==> config.mk <==
export PLATFORM = sky130hd
export DESIGN_NAME = fanin_arbiter
export DESIGN_NICKNAME = d
export VERILOG_FILES = /design/src/rtl/fanin_arbiter_pkg.sv /design/src/rtl/fanin_rr_pick.sv /design/src/rtl/fanin_arbiter.sv
export SDC_FILE = /design/constraint.sdc
export NUM_CORES = 1
export LEC_CHECK = 0
export BUFFER_PORTS_ARGS = -buffer_cell sky130_fd_sc_hd__buf_2
export CAP_MARGIN = 20
export CORE_UTILIZATION = 51
export DETAILED_ROUTE_END_ITERATION = 16
export GPL_ROUTABILITY_DRIVEN = 0
export PLACE_DENSITY_LB_ADDON = 0.3
export SETUP_SLACK_MARGIN = 0.5
export SLEW_MARGIN = 0
export SYNTH_ARGS = -nofsm -noshare
export SYNTH_HDL_FRONTEND = slang
export SYNTH_SLANG_ARGS = --single-unit
==> constraint.sdc <==
create_clock -name clock -period 2.77 [get_ports clock]
set_input_delay 0.277 -clock clock [delete_from_list [all_inputs] [get_ports clock]]
set_output_delay 0.277 -clock clock [all_outputs]
set_load 0.05 [all_outputs]
==> src/rtl/fanin_arbiter_pkg.sv <==
// Shared definitions for the two-input fan-in arbiter.
// Link token layout, packed into plain vectors:
//   forward token  {v, a, r, d[WIDTH_DATA-1:0]}
//   back token     {n, t}
package fanin_arbiter_pkg;

  // Arbiter FSM: idle, granted to input 0 or 1, or draining the last token.
  typedef enum logic [1:0] {
    IDLE  = 2'd0,
    GNT0  = 2'd1,
    GNT1  = 2'd2,
    FLUSH = 2'd3
  } fanin_state_t;

  typedef logic [1:0] bit2_t;

  localparam int FANIN_NUM_PORTS = 2;

  // Back-prop token bit positions.
  localparam int BTK_WIDTH = 2;
  localparam int BTK_N     = 1;
  localparam int BTK_T     = 0;

  // One-hot grant vector for an input index.
  function automatic bit2_t fanin_onehot(input logic idx);
    return idx ? 2'b10 : 2'b01;
  endfunction

endpackage

==> src/rtl/fanin_rr_pick.sv <==
// Combinational round-robin picker for the fan-in arbiter.
// A lone request wins outright; on contention the pointer names the winner.
// The pointer register itself lives in the parent.
module fanin_rr_pick
  import fanin_arbiter_pkg::*;
(
  input  logic [FANIN_NUM_PORTS-1:0] i_req,
  input  logic                       i_ptr,
  output logic [FANIN_NUM_PORTS-1:0] o_grant
);

  genvar gi;
  generate
    for (gi = 0; gi < FANIN_NUM_PORTS; gi++) begin : g_pick
      // Win when requesting and either the other input is silent or the pointer favours this one.
      assign o_grant[gi] = i_req[gi] &
                           (~i_req[FANIN_NUM_PORTS-1-gi] | (i_ptr == 1'(gi)));
    end
  endgenerate

endmodule

==> src/rtl/fanin_arbiter.sv <==
// Two-input fan-in link element with message-granularity round-robin
// arbitration and a one-entry registered output stage.
// Optional idle watchdog: define FANIN_ARB_TIMEOUT_EN.
// Message length in the head's low WIDTH_LENGTH data bits counts every token
// including the head; 0 marks a single-token message.
module fanin_arbiter
  import fanin_arbiter_pkg::*;
#(
  parameter int WIDTH_DATA   = 32,
  parameter int WIDTH_LENGTH = 8,
  parameter int TIMEOUT      = 64
) (
  input  logic                  clock,
  input  logic                  reset,
  input  logic [WIDTH_DATA+2:0] I_FTk0,
  output logic [BTK_WIDTH-1:0]  O_BTk0,
  input  logic [WIDTH_DATA+2:0] I_FTk1,
  output logic [BTK_WIDTH-1:0]  O_BTk1,
  output logic [WIDTH_DATA+2:0] O_FTk,
  input  logic [BTK_WIDTH-1:0]  I_BTk,
  output logic [1:0]            O_Grt,
  output logic                  O_Busy
);

  localparam int FTK_W = WIDTH_DATA + 3;
  localparam int FTK_V = WIDTH_DATA + 2;
  localparam int FTK_A = WIDTH_DATA + 1;
  localparam int FTK_R = WIDTH_DATA;

  // Tail injected by the watchdog: v=1, a=0, r=1, d=0.
  localparam logic [FTK_W-1:0] FORCED_TAIL = {1'b1, 1'b0, 1'b1, {WIDTH_DATA{1'b0}}};

  logic [FTK_W-1:0]           w_in [FANIN_NUM_PORTS];
  logic [FANIN_NUM_PORTS-1:0] w_head;
  logic [FANIN_NUM_PORTS-1:0] w_pick;
  logic [FANIN_NUM_PORTS-1:0] w_bt_n;
  logic [FANIN_NUM_PORTS-1:0] w_bt_t;
  logic [FANIN_NUM_PORTS-1:0] w_to_t;

  fanin_state_t            r_state, w_state_next;
  logic                    r_ptr, w_ptr_next;
  logic                    r_port, w_port_next;
  logic [FTK_W-1:0]        r_out, w_out_next;
  logic [WIDTH_LENGTH-1:0] r_cnt, w_cnt_next;

  logic                    w_pick_idx;
  logic [FTK_W-1:0]        w_pick_tok;
  logic [WIDTH_LENGTH-1:0] w_head_len;
  logic                    w_gidx;
  logic [FTK_W-1:0]        w_gtok;
  logic                    w_gv, w_gr;
  logic                    w_busy, w_granted;
  logic                    w_out_v, w_hold;
  logic                    w_term, w_acc, w_start, w_end;
  logic [WIDTH_LENGTH-1:0] w_cnt_dec;
  logic                    w_to_fire;

  assign w_in[0] = I_FTk0;
  assign w_in[1] = I_FTk1;

  genvar gi;
  generate
    for (gi = 0; gi < FANIN_NUM_PORTS; gi++) begin : g_head
      assign w_head[gi] = w_in[gi][FTK_V] & w_in[gi][FTK_A] & ~w_in[gi][FTK_R];
    end
  endgenerate

  fanin_rr_pick u_pick (
    .i_req   (w_head),
    .i_ptr   (r_ptr),
    .o_grant (w_pick)
  );

  assign w_pick_idx = w_pick[1] & ~w_pick[0];
  assign w_pick_tok = w_in[w_pick_idx];
  assign w_head_len = w_pick_tok[WIDTH_LENGTH-1:0];

  // Granted input: encoded by the state while streaming, remembered while flushing.
  assign w_gidx    = (r_state == GNT0) ? 1'b0 :
                     (r_state == GNT1) ? 1'b1 : r_port;
  assign w_gtok    = w_in[w_gidx];
  assign w_gv      = w_gtok[FTK_V];
  assign w_gr      = w_gtok[FTK_R];
  assign w_busy    = (r_state != IDLE);
  assign w_granted = (r_state == GNT0) || (r_state == GNT1);

  // The register is free when empty or being taken by downstream this cycle.
  assign w_out_v   = r_out[FTK_V];
  assign w_hold    = w_out_v & I_BTk[BTK_N];

  assign w_term    = w_busy & I_BTk[BTK_T];
  assign w_acc     = w_granted & w_gv & ~w_hold & ~w_term;
  assign w_start   = (r_state == IDLE) & (|w_head) & ~w_hold;
  assign w_cnt_dec = (r_cnt == '0) ? '0 : r_cnt - WIDTH_LENGTH'(1);
  assign w_end     = w_acc & (w_gr | (w_cnt_dec == WIDTH_LENGTH'(1)));

`ifdef FANIN_ARB_TIMEOUT_EN
  localparam int IDLE_W = $clog2(TIMEOUT + 1);

  logic [IDLE_W-1:0] r_idle;
  logic              r_to_pulse;
  logic              r_to_port;
  logic              w_idle_inc;

  assign w_idle_inc = w_granted & ~w_gv & ~I_BTk[BTK_N] & ~I_BTk[BTK_T];
  assign w_to_fire  = w_idle_inc & (r_idle == IDLE_W'(TIMEOUT - 1));

  // Watchdog: count stalled grant cycles, pulse terminate upstream when it trips.
  always_ff @(posedge clock or posedge reset) begin
    if (reset) begin
      r_idle     <= '0;
      r_to_pulse <= 1'b0;
      r_to_port  <= 1'b0;
    end else begin
      r_to_pulse <= w_to_fire;
      r_to_port  <= w_gidx;
      if (!w_granted || w_acc || w_to_fire) begin
        r_idle <= '0;
      end else if (w_idle_inc) begin
        r_idle <= r_idle + 1'b1;
      end
    end
  end

  assign w_to_t[0] = r_to_pulse & ~r_to_port;
  assign w_to_t[1] = r_to_pulse &  r_to_port;
`else
  logic w_unused_timeout;
  assign w_unused_timeout = ^TIMEOUT;
  assign w_to_fire        = 1'b0;
  assign w_to_t           = '0;
`endif

  // Next-state, output register, length counter and pointer updates.
  always_comb begin
    w_state_next = r_state;
    w_out_next   = r_out;
    w_cnt_next   = r_cnt;
    w_ptr_next   = r_ptr;
    w_port_next  = r_port;

    if (w_out_v && !I_BTk[BTK_N]) begin
      w_out_next = '0;
    end

    case (r_state)
      IDLE: begin
        if (w_start) begin
          w_out_next  = w_pick_tok;
          w_cnt_next  = w_head_len;
          w_ptr_next  = ~w_pick_idx;
          w_port_next = w_pick_idx;
          if (w_head_len != '0) begin
            w_state_next = w_pick_idx ? GNT1 : GNT0;
          end
        end
      end
      GNT0, GNT1: begin
        if (w_term) begin
          w_out_next   = '0;
          w_state_next = IDLE;
        end else if (w_acc) begin
          w_out_next = w_gtok;
          w_cnt_next = w_cnt_dec;
          if (w_end) begin
            w_state_next = w_out_v ? FLUSH : IDLE;
          end
        end else if (w_to_fire) begin
          w_out_next   = FORCED_TAIL;
          w_state_next = IDLE;
        end
      end
      FLUSH: begin
        if (w_term) begin
          w_out_next   = '0;
          w_state_next = IDLE;
        end else if (!w_hold) begin
          w_state_next = IDLE;
        end
      end
      default: begin
        w_state_next = IDLE;
      end
    endcase
  end

  // State register for FSM, output stage, counter and round-robin pointer.
  always_ff @(posedge clock or posedge reset) begin
    if (reset) begin
      r_state <= IDLE;
      r_out   <= '0;
      r_cnt   <= '0;
      r_ptr   <= 1'b0;
      r_port  <= 1'b0;
    end else begin
      r_state <= w_state_next;
      r_out   <= w_out_next;
      r_cnt   <= w_cnt_next;
      r_ptr   <= w_ptr_next;
      r_port  <= w_port_next;
    end
  end

  // Back-prop to each input: the loser is held off, the winner sees downstream stall and terminate.
  generate
    for (gi = 0; gi < FANIN_NUM_PORTS; gi++) begin : g_btk
      assign w_bt_n[gi] = w_busy & ((w_gidx != 1'(gi)) | (r_state == FLUSH) | w_hold);
      assign w_bt_t[gi] = (w_busy & (w_gidx == 1'(gi)) & I_BTk[BTK_T]) | w_to_t[gi];
    end
  endgenerate

  assign O_BTk0 = {w_bt_n[0], w_bt_t[0]};
  assign O_BTk1 = {w_bt_n[1], w_bt_t[1]};
  assign O_FTk  = r_out;
  assign O_Grt  = w_busy ? fanin_onehot(w_gidx) : 2'b00;
  assign O_Busy = w_busy;

endmodule

==> flow_summary.json <==
{
  "run_status": "finished clean",
  "worstSetupStartpointType": "register",
  "reg2reg_depth": 9,
  "clkSinkCount": 47,
  "n_fill_cell": 440,
  "relSlewSlack": 0.533,
  "cts.path.max_buffers": 2,
  "die_h_um": 82.2,
  "htreeDepth": 2,
  "regToRegEndpoint": "O_FTk[14]",
  "power.leakage_nw": 2.19,
  "cp.required_ns": 2.97,
  "synth_warnings": 0,
  "portBuffers": 115,
  "grt-ovfl-total": 0,
  "ys_types": 52,
  "fin_total_pwr_mw": 5.36,
  "synth_seq_cells": 47,
  "critPathMaxStageDelay_ns": 0.41,
  "antenna_left": 0,
  "fin_nets": 577,
  "setup_violations": 0,
  "clk-insertion-delay-late_ns": 0.31,
  "fmax_ghz": 0.431,
  "r2r-start": "r_state[0]",
  "hpwlAfterDp_mm": 7.22,
  "grt_max_degree": 32,
  "antenna_found_initial": 0,
  "slew_viol_final": 0,
  "ctsHoldBuffers": 0,
  "crit_fanout": 4,
  "cts_root_buf": "clkbuf_8",
  "detail_route.wl_per_cell_um": 18.8,
  "multi_input_area_um2": 2130,
  "criticalPathCategory": "register to register",
  "vias_per_cell": 6.23,
  "powerDensity_nw_per_um2": 1200,
  "cap_violations": 0,
  "ir_drop_mv": 0.673,
  "synthArstFlopShare": 1.00,
  "grt_pass1_vias": 3302,
  "core_area_um2": 6060,
  "crit_chain": "buf_6, ha_4, o21bai_4, mux2i_4, or2_4, a21oi_4, a21oi_4, clkbuf_16, a221o_1",
  "tns_ns": 0,
  "stdcell_count": 573,
  "r2r_setup_slack_ns": 0.45,
  "synth_cells": 367,
  "synthToLayoutAreaGrowth_pct": 36.0,
  "grt_pass1_wl_mm": 15.6,
  "diodes": 0,
  "slowest_stage": "dfrtp_1",
  "routed_wl_mm": 10.8,
  "timing.final.crit_share": 0.837,
  "numCtsBuffers": 5,
  "yosys_most_used_dff": "dfrtp_1",
  "firstDrtPassIters": 5,
  "cpMostUsedCell": "a21oi_4",
  "row_count": 28,
  "synth_enable_flop_cells": 0,
  "startpoint": "r_state[0]",
  "arrival_ns": 2.52,
  "initial_core_util": 0.541,
  "boundaryPins": 116,
  "clkTransAtPathRegs_ns": 0.09,
  "post-place-cells": 545,
  "post-route-util": 0.737,
  "num_vias": 3571,
  "syn-cell-area_um2": 3280,
  "hold_path.class": "input port to async pin",
  "syn_area_per_cell_um2": 8.94,
  "drive_gt1_frac": 0.402,
  "seq_area_um2": 1180,
  "track_usage": 0.303,
  "dieArea_um2": 6760,
  "period_needed_ns": 2.32,
  "tightest_slew_ns": 0.696,
  "drc": 0,
  "fin_skew_ns": 0.00577,
  "cp-end-kind": "register",
  "rsz0062_at_grt": "yes",
  "drtIter0Drc": 251,
  "finalHoldViolations": 0,
  "syn_nets": 447,
  "chipWidth_um": 82.2,
  "cts_tree": "yes",
  "ys_seq_area_frac": 0.358
}
cells in the mapped netlist (9+ instances only):
library cell  number  share of area
clkbuf_1          17          0.019
o21ai_0           28          0.043
nand3_1            9          0.014
a21oi_1           12          0.018
mux2i_1           29          0.088
nor2_1            28          0.032
mux2_2             9          0.031
dfrtp_1           47           0.36
a221o_1           19          0.058
nor2b_1           12          0.023
nand2_1           40          0.046
layout make-up:
class,instances,area share
inverter,8,0.00673
clock buffer,6,0.0185
multi-input combinational,286,0.476
timing repair buffer,149,0.210
tap,75,0.0210
clock inverter,2,0.00308
sequential,47,0.264
where the power goes:
group          leakage [nW]  total [mW]  switching [mW]  internal, mW
logic                  1.54        3.71            2.29          1.42
registers             0.600        1.18           0.230         0.951
clock network        0.0516       0.466           0.261         0.205
layout by cell type (no fill, tap or decap), drive strengths merged, types with 2 or more instances in the layout:
cell	instances
buf	145
nor3	9
a31oi	5
nor4	5
or2	2
mux2i	30
xor2	2
nand3b	3
nand2b	3
a221o	19
o22ai	5
inv	9
clkbuf	9
o32ai	4
and3	3
nor2b	12
and2	4
a32o	2
nand2	40
o221ai	5
nor2	28
a22o	4
ha	6
mux2	9
a21oi	15
o21ai	29
o21a	6
a221oi	8
and2b	6
dfrtp	47
nand3	9
logic make-up (layout without fill, tap and decap cells):
family | Yosys count | count (layout) | synth area share
flops | 47 | 47 | 0.358
xor+xnor | 3 | 3 | 0.00801
buf+inv | 34 | 165 | 0.0461
mux | 39 | 39 | 0.124
simple gates | 129 | 129 | 0.195
fa+ha+maj | 6 | 6 | 0.0229
compound gates | 109 | 109 | 0.246
per-stage QoR:
step	area [um^2]	setup slack, ns	hold slack (ns)
5_1_grt	4460	0.406	0.118
6_report	4460	0.452	0.0632
3_3_place_gp	3970	0.440	0.415
2_1_floorplan	3330	0.501	0.423
4_1_cts	4110	0.518	0.0789
3_5_place_dp	3970	0.397	0.420
per-layer routing:
layer  GRT usage  vias to the layer above  wire [um]
met5           0                        -          0
met4      0.0895                        0        269
met3      0.0637                       30        702
met2       0.505                      172       5350
met1       0.394                     1731       4460
li1            -                     1638          -
timing repair:
action,in CTS,in global routing
resized for setup,6,33
pin swaps,3,7
gates cloned,0,6
endpoints found under the setup margin,19,33
buffers inserted,4,10
registers in the layout, indices dropped and copies added, names as in the netlist:
name,cells
r_state,2
O_FTk,35
r_cnt,8
r_port,1
r_ptr,1
worst max-delay path by stage:
stage | depth (start not counted) | end
after global placement | 9 | r_state[0]
after global routing | 9 | O_FTk[14]
final | 9 | O_FTk[14]
after CTS | 9 | O_FTk[28]
after detailed placement | 7 | O_FTk[28]
after floorplan | 6 | O_BTk0[1]
worst max-delay path, delay by kind of cell, from the launching register on:
family,cells,cell delay [ns]
flip-flops,1,0.41
AO/OA/AOI/OAI,4,0.85
multiplexers,1,0.22
buffers and inverters,2,0.31
adder cells (fa/ha/maj),1,0.14
AND/OR/NAND/NOR,1,0.26
Note: power is estimated with default switching activity, not from simulation.
